`config.mk`:
```
export PLATFORM = sky130hd
export DESIGN_NAME = wm_tick_timer
export DESIGN_NICKNAME = d
export VERILOG_FILES = /design/src/rtl/wm_tick_timer.sv
export SDC_FILE = /design/constraint.sdc
export NUM_CORES = 1
export LEC_CHECK = 0
export CORE_MARGIN = 2
export CORE_UTILIZATION = 50
export DETAILED_ROUTE_END_ITERATION = 8
export MAX_ROUTING_LAYER = met4
export PLACE_DENSITY = 0.86
export SETUP_SLACK_MARGIN = 0.3
export SLEW_MARGIN = 20
export SYNTH_ARGS = -nofsm -noshare
export SYNTH_HDL_FRONTEND = slang
export SYNTH_SLANG_ARGS = --single-unit
```
`constraint.sdc`:
```
create_clock -name clk -period 7 [get_ports clk]
set_input_delay 2.1 -clock clk [delete_from_list [all_inputs] [get_ports clk]]
set_output_delay 2.1 -clock clk [all_outputs]
set_load 0.01 [all_outputs]
```
`src/rtl/wm_tick_timer.sv`:
```
// Enable/clear tick counter with a runtime terminal count and a held done flag.
module wm_tick_timer #(
  parameter int unsigned W = 16
) (
  input  logic         clk,
  input  logic         rst,
  input  logic         en,
  input  logic         clr,
  input  logic [W-1:0] last,
  output logic         hit,
  output logic         done
);

  logic [W-1:0] cnt_q, cnt_d;
  logic         done_q, done_d;

  // hit fires on the enabled cycle that reaches the terminal count
  assign hit  = en && !done_q && (cnt_q == last);
  assign done = done_q;

  always_comb begin
    cnt_d  = cnt_q;
    done_d = done_q;
    if (clr) begin
      cnt_d  = '0;
      done_d = 1'b0;
    end else if (hit) begin
      done_d = 1'b1;
    end else if (en && !done_q) begin
      cnt_d = cnt_q + 1'b1;
    end
  end

  always_ff @(posedge clk) begin
    if (!rst) begin
      cnt_q  <= '0;
      done_q <= 1'b0;
    end else begin
      cnt_q  <= cnt_d;
      done_q <= done_d;
    end
  end

endmodule

```
==> impl_metrics.toml <==
[status]
outcome = "finished, final reports clean"

[final_layout]
drive_above_1_share_pct = 6.25
diodes = 0
layout.nets = 166
area_growth_pct = 25.5
fillers = 177
multi_input_area_sq_um = 657
register_area_sq_um = 340

[route]
drt-initial-drc-count = 20
drcViolationCount = 0
drt_wl_total_mm = 2.45
ant_nets = 0
num_vias = 1022
firstDrtPassIters = 4
wl_per_cell_microns = 14.3
vias_per_cell = 5.98

[floorplan]
boundaryPins = 22
die-area_sq_um = 2420
die_width_microns = 49.2
core_sq_um = 1940
die_y_microns = 49.2
initial_core_util_pct = 52.6
std_cell_rows = 16

[critical_path]
crit_family = "buffers and inverters"
critPathLaunchType = "input pin"
path_buf_inv = 2
path_common_cell = "clkdlybuf4s50_1"
crit_path_cell_trace = "clkdlybuf4s50_1 > xnor2_1 > nand4_1 > nor4_2 > and2_1 > clkdlybuf4s50_1"
end_kind = "primary output"
crit_path_top_delay_cell = "clkdlybuf4s50_1"
crit_arrival_ps = 3980
crit_required_ps = 4900
crit_type = "input pin to primary output"
worst_path_largest_cell_delay_ps = 540
crit_fanout = 2
r2r_cells = 5
path_depth = 6

[clock_tree]
cts_setup_buffers = 0
clock_sinks = 17
cts_tree = "built"
cts_root_buf = "clkbuf_4"
path_clk_slew_ps = 100
cts_hold_buf = 0
cts_resized = 0
clock_path_buffers = 2
cts_buffers = 3
htree_num_levels = 1
clk_latency_ps = 290

[sta]
slew_viol_final = 0
timing.final.crit_share_pct = 86.8
finalSetupViolCount = 0
rsz0062_at_grt = "no"
hold_ws_ps = 506
max_freq_mhz = 165
finalClockSkew_ps = 5.59
slew_headroom_pct = 58.6
period_needed_ps = 6080
hold_viol_final = 0
fin_setup_tns_ps = 0
worstMarginPinSlew_ps = 621

[place]
gp_congestion = 0.794
port_buffers = 21
place_hpwl_mm = 1.87

[synthesis]
postSynthAreaPerCell_sq_um = 8.24
ys_ff_latch = 17
ys_seq_area_share_pct = 33.3
syn-num-nets = 145
synthCells = 124
syn_area_sq_um = 1020
synth_edf_count = 0
ys_warn_count = 0
synth_ff_type = "dfxtp_1"
synth-async-reset-ratio_pct = 0
synth_cell_type_count = 29

[pwr]
power_frac_seq_pct = 56.5
switchingPower_uw = 39.9
p_clk_share_pct = 31.2
p_comb_share_pct = 12.4
power_uw = 173
power.leakage_uw = 0.000350
netSwitchingFraction_pct = 23.1
power.internal_uw = 133
ir_drop_mv = 0.0977
p_per_area_nw_per_um2 = 135

[global_route]
grt_usage_pct = 23.4
grt_pass1_wl_mm = 4.34
antenna_found_initial = 0
grt_pass1_vias = 982
grt_max_degree = 33
grt_overflow = 0

[flow_run]
maxCapViolations = 0

[hold_path]
whs_path_depth = 2
min_path_type = "register to register"
power groups by stage:
stage	registers (uW)	clock network, uW	logic, uW
6_report	97.6	53.9	21.4
3_3_place_gp	99.8	0	20.5
5_1_grt	97.7	60.1	23.0
4_1_cts	97.6	54.7	21.4
3_5_place_dp	99.8	0	21.3
2_1_floorplan	99.7	0	8.00
tightest hold or removal path: stages (launching register included):
cell	delay [ps]
dfxtp_1	340
o31ai_1	70
a21oi_1	60
sequential cells by signal, indices dropped and copies added (netlist names):
name   flops
done       1
cnt_q     16
worst paths after layout:
path,start,end,slack [ps]
max,last[10],hit,920
min,cnt_q[15],cnt_q[15],510
max reg2reg,cnt_q[3],cnt_q[15],4640
min reg2reg,cnt_q[15],cnt_q[15],510
through the flow:
step / utilization [%] / std cells / setup slack (ps) / area, sq um
floorplan: - / 124 / 1570 / 1020
global placement: 64.7 / 167 / 1010 / 1260
detailed placement: 64.7 / 167 / 961 / 1260
CTS: 66.0 / 171 / 941 / 1280
global route: 66.0 / 171 / 843 / 1280
finish: 66.0 / 171 / 924 / 1280
routing by layer:
layer	global-route usage (%)	share of wire (%)
met2	36.9	51
met3	4.29	4.7
met4	9.52	2.6
met5	-	0
met1	29.3	42
cell families after synthesis:
logic type | share of synthesized area, %
simple gates | 30.6
compound gates | 17.1
flops | 33.3
xor+xnor | 13.7
buf+inv | 3.06
mux | 0.979
fa+ha+maj | 1.22
placed cells by master, fill, tap and decap left out, drive strengths merged:
cell           count
o21ai              5
clkdlybuf4s50     21
o31ai              9
and2               1
o211ai             1
nand2              9
nand3b             2
nor4               2
nand3              3
ha                 1
or2                2
buf                1
nand4              8
nor2               2
dfxtp             17
nor3               1
inv                2
mux2i              1
a21oi             15
clkbuf             4
nand2b             3
xnor2             16
or3                5
or4               11
nor2b              2
final cells by class:
type	instances	area share, %
multi-input combinational	99	51.2
inverter	2	0.585
tap	27	2.63
sequential	17	26.5
clock buffer	4	2.05
timing repair buffer	22	17.0
Yosys cell counts (3+ instances only):
cell,n,area [sq um]
nand2_1,9,33.8
o31ai_1,9,67.6
dfxtp_1,17,340
or3_1,5,31.3
a21oi_1,15,75.1
nand3_1,3,15.0
o21ai_0,3,15.0
xnor2_1,16,140
clkbuf_1,5,18.8
nand4_1,7,43.8
or4_1,10,75.1
nand2b_1,3,18.8
Power figures use the tool's default switching activity.
